===== src/rtl/priority_encoder.sv =====
// Registered highest-index-wins priority encoder.
// Reduces a WIDTH-bit request vector to the index of its most significant set
// bit, with a matching one-hot grant and a valid flag. All outputs come
// straight from flops; en=0 holds them, rst clears them and overrides en.
module priority_encoder #(
    parameter int WIDTH = 4,
    parameter int OUT_W = $clog2(WIDTH)
) (
    input  logic             clk,
    input  logic             rst,
    input  logic             en,
    input  logic [WIDTH-1:0] in,
    output logic [OUT_W-1:0] out,
    output logic             valid,
    output logic [WIDTH-1:0] onehot
);

    // Reject configurations that cannot address every request or fall
    // outside the supported range.
    if (WIDTH < 2 || WIDTH > 64) begin : g_bad_width
        $error("priority_encoder: WIDTH must be in 2..64");
    end
    if (OUT_W < 1 || (2 ** OUT_W) < WIDTH) begin : g_bad_out_w
        $error("priority_encoder: OUT_W too narrow for WIDTH");
    end

    logic [OUT_W-1:0] enc_idx;
    logic             enc_hit;
    logic [WIDTH-1:0] enc_oh;

    logic [OUT_W-1:0] out_d,    out_q;
    logic             valid_d,  valid_q;
    logic [WIDTH-1:0] onehot_d, onehot_q;

    // Scan upward from bit 0; a later (higher) hit overrides an earlier one,
    // so the last assignment is the highest set bit. The one-hot is rebuilt
    // per hit, so the grant only ever names an index below WIDTH.
    always_comb begin
        enc_idx = '0;
        enc_hit = 1'b0;
        enc_oh  = '0;
        for (int i = 0; i < WIDTH; i++) begin
            if (in[i]) begin
                enc_idx   = OUT_W'(i);
                enc_hit   = 1'b1;
                enc_oh    = '0;
                enc_oh[i] = 1'b1;
            end
        end
    end

    // Next-state: capture the fresh encode when enabled, otherwise hold.
    always_comb begin
        out_d    = out_q;
        valid_d  = valid_q;
        onehot_d = onehot_q;
        if (en) begin
            out_d    = enc_idx;
            valid_d  = enc_hit;
            onehot_d = enc_oh;
        end
    end

    // Output registers; synchronous reset wins over enable.
    always_ff @(posedge clk) begin
        if (rst) begin
            out_q    <= '0;
            valid_q  <= 1'b0;
            onehot_q <= '0;
        end else begin
            out_q    <= out_d;
            valid_q  <= valid_d;
            onehot_q <= onehot_d;
        end
    end

    assign out    = out_q;
    assign valid  = valid_q;
    assign onehot = onehot_q;

endmodule


===== config.mk =====
export PLATFORM = sky130hd
export DESIGN_NAME = priority_encoder
export DESIGN_NICKNAME = d
export VERILOG_FILES = /design/src/rtl/priority_encoder.sv
export SDC_FILE = /design/constraint.sdc
export NUM_CORES = 1
export LEC_CHECK = 0
export ABC_AREA = 1
export ABC_CLOCK_PERIOD_IN_PS = 800
export BUFFER_PORTS_ARGS = -buffer_cell sky130_fd_sc_hd__buf_4
export CAP_MARGIN = 20
export CORE_AREA = 2 2 39 41
export CTS_BUF_LIST = sky130_fd_sc_hd__clkbuf_4 sky130_fd_sc_hd__clkbuf_8 sky130_fd_sc_hd__clkbuf_16
export CTS_CLUSTER_DIAMETER = 50
export DETAILED_ROUTE_END_ITERATION = 16
export DIE_AREA = 0 0 41 43
export GPL_TIMING_DRIVEN = 1
export MAX_ROUTING_LAYER = met4
export SLEW_MARGIN = 30
export SYNTH_ARGS = -nofsm -noshare
export SYNTH_HDL_FRONTEND = slang
export SYNTH_SLANG_ARGS = --single-unit

===== constraint.sdc =====
create_clock -name clk -period 0.8 [get_ports clk]
set_input_delay 0.16 -clock clk [delete_from_list [all_inputs] [get_ports clk]]
set_output_delay 0.16 -clock clk [all_outputs]
set_load 0.02 [all_outputs]

### Word-level counts from Yosys, hierarchy flattened

Index checks and enable logic that the tools add are counted.
Widths: inputs -> output; s select.

* word-level logic and storage cells: 14
* input port bits: 7
* register bits: 7
* output and inout port bits: 7

* multiplexer cells: 11

Operator list (count)
* $mux 4: 3
* $mux 1: 6
* $mux 2: 2

### Depth between registers and ports, before layout

* depth in word-level cells: 4
* depth in mapped cells: 5
* mapped depth without buffers: 5

### Worst setup path after synthesis

OpenSTA, ideal clock, no wires.

* kind: register to register
* from: reg valid (netlist name)
* to: reg valid_q (netlist: valid)
* stages on the path, launching flop included: 5
* required time: 0.744 ns
* path buffers: 0
* clock period less this slack: 0.691 ns
* arrival time: 0.635 ns
* library setup time: 0.056 ns
* slack: 0.109 ns
* cells stage by stage: dfxtp_1 nor2_1 nor2_1 nand2_1 inv_1

RTL lines
* to (signal assigned): line 72 `valid_q <= valid_d;`
* to (decl): line 32 `logic valid_d, valid_q;`

### Final worst setup path

* from: reg onehot_q[2] (netlist: onehot[2])
* to: out onehot[2]

RTL lines
* from (decl): line 33 `logic [WIDTH-1:0] onehot_d, onehot_q;`
* from (signal assigned): line 73 `onehot_q <= onehot_d;`
* to (decl): line 15 `output logic [WIDTH-1:0] onehot`

No word-level cell between the ends.

==> impl_results.md <==
- Status: finished, violations left
- Violated checks: setup timing
- CP max stage delay: 330 ps
- Grt ovf: 0
- Synthesis-to-layout area growth: 73.2%
- Vias in the first global route: 254
- Routed length per placed instance: approximately 8.4 um
- Drt drc: 0
- Relative slew slack: 88.3%
- Fmax: between 1000 and 1500 MHz
- Starting density of the core: 20.3%
- Initial antenna violation count: 0
- Final Max Slew Viols: 0
- Total Power: 887 uW
- Final Hold Vio Count: 0
- Cell Rows: 14
- Core footprint: between 1000 and 1500 um2
- All-Layer GR Usage: 8.98%
- Synth area leaders: dfxtp_1 50%, nand2_1 11%, nor2_1 11%
- Worst Path Max Fanout: 2
- DRT iter0 DRCs: 4
- Reg2reg end: onehot[1]
- Die span in x: 41 um
- Hold Path End: onehot[0]
- Full die area: 1760 um2
- Asr flop ratio synth: 0%
- Period Utilization, post-route: 107%
- Worst min-delay path class: primary input to flop
- Worst-path cell chain: buf_6
- CTS buffer count: 3
- Root buffer cell: clkbuf_4
- CTS Sinks: 7
- Vias/cell: 4.04
- Setup crit start kind: flop
- Leakage: 0.234 nW
- Worst r2r path cells: 4
- DIE HEIGHT: 43 um
- Top cell type's share of synthesized area: 50.0%
- Setup violators final: 7
- Port bufs: 13
- Pin count of the biggest net entering global routing: 7
- Crit end category: primary output
- Clock period minus worst slack: 853 ps
- First-pass detailed-route iteration total: 4
- Yosys top cell by area: dfxtp_1
- Top cells by count, synth: 8 x nand2_1, 8 x nor2_1, 7 x dfxtp_1
- First-pass GRT wire length: 1010 um
- Worst Slack Setup Final: -53.1 ps
- CP bufs+invs: 1
- CP arrival: 690 ps
- Worst slew pin tran: 174 ps
- Top FF cell, synth: dfxtp_1
- Worst hold path depth: 2
- Mapped Area: 280 um2
- Post-synth EDFFs: 0
- Crit path kind: flop to primary output
- Seq cells post-synth: 7
- CTS tree: done
- Fin cells: 74
- HP Start: rst
- Yosys warnings: 0
- Maximum vdd ir drop: 0.618 mV
- Share of cells above drive strength 1: 51.7%
- Clock Latency Late Sink: 250 ps
- DR vias: around 300
- CTS Buffer Depth: 2
- Final core utilization: 35.1%
- FF-to-FF setup slack: 30 ps
- Nets: 66
- Part of the Yosys area used for sequential elements: about 50%
- RSZ-0062 raised after global routing: yes
- Cell count after synthesis: 38
- GPL Wtd Cong: between 0.6 and 0.7
- Max-cap violations: 0
- Slowest CP cell: dfxtp_2
- Syn nets: 45
- CP required: 640 ps
- Antenna-violating nets left: 0
- WHS: 96.7 ps
- Wirelength, routed: between 600 and 700 um
- Hpwl dp: approximately 460 um
- Antenna Cells: 0
- Syn_area_per_cell: around 7.4 um2
- Placed Cells: 67
- Reg clk slew, reported paths: roughly 50 ps
- DP Worst Slack: around 35 ps
- Library cells used by synthesis: 11
- Power per cell area: 1830 nW/um2
- H-tree levels: 1
- Crit Reg-Reg Startpoint: onehot[1]
- CP top delay family: flip-flops
- I/O pin count: 14
- Skew final: 0 ps
==> per-stage QoR <==
step	instance area [um2]	setup TNS [ps]
floorplan	280	0
global placement	398	0
detailed placement	398	0
CTS	470	-429
global route	485	-576
finish	485	-355
==> metal layers <==
layer	track usage (%)	part of all wire, %	vias to the layer above
li1	-	-	158
met1	9.74	41	132
met2	12.2	51	9
met3	1.57	7.6	0
met4	10.0	0	0
met5	-	0	-
==> cell usage in the layout (no fill, tap or decap), drive strengths merged <==
| cell | count |
|---|---|
| dfxtp | 7 |
| nor3 | 2 |
| buf | 16 |
| nand2 | 8 |
| a21oi | 3 |
| clkbuf | 4 |
| o21ai | 3 |
| nor2 | 9 |
| inv | 5 |
| nand3 | 1 |
==> worst max-delay path by stage <==
stage | start | endpoint | cells past startpoint
after floorplan | valid | valid | 4
after global placement | in[3] | valid | 5
after detailed placement | in[3] | valid | 5
after CTS | out[1] | out[1] | 1
after global routing | onehot[3] | onehot[3] | 1
final | onehot[2] | onehot[2] | 1
==> where the power goes <==
group          switching [mW]  internal, mW  leakage [nW]
Sequential             0.0119         0.372        0.0601
Combinational          0.0733        0.0744         0.155
Clock                   0.131         0.224        0.0184
Total                   0.216         0.671         0.234
==> logic make-up after synthesis <==
| group | synth area share (%) |
|---|---|
| compound gates | 10.7 |
| flops | 50.0 |
| simple gates | 32.6 |
| buf+inv | 6.69 |
==> cell type report <==
| type | instances | area [um2] |
|---|---|---|
| tap | 16 | 20.0 |
| sequential | 7 | 149 |
| timing repair buffer | 16 | 146 |
| multi-input combinational | 26 | 121 |
| inverter | 5 | 18.8 |
| clock buffer | 4 | 30.0 |
| fill | 156 | 898 |
==> registers in the layout, summed over array words and instances (netlist names) <==
name and count:
out 2, onehot 4, valid 1
==> timing repair <==
item | CTS | global route
gates resized for setup | 14 | 0
hold buffers | 0 | 0
cloned | 0 | 0
endpoints found under the setup margin | 7 | 7
buffers inserted | 1 | 2
hold endpoints to repair | 0 | 0
==> worst register-to-register path, delay by kind of cell, from the launching register on <==
kind	cells	cell delay, ps
simple gates	1	50
flops	1	320
compound gates	1	50
buf+inv	2	240
Power figures use the tool's default switching activity.
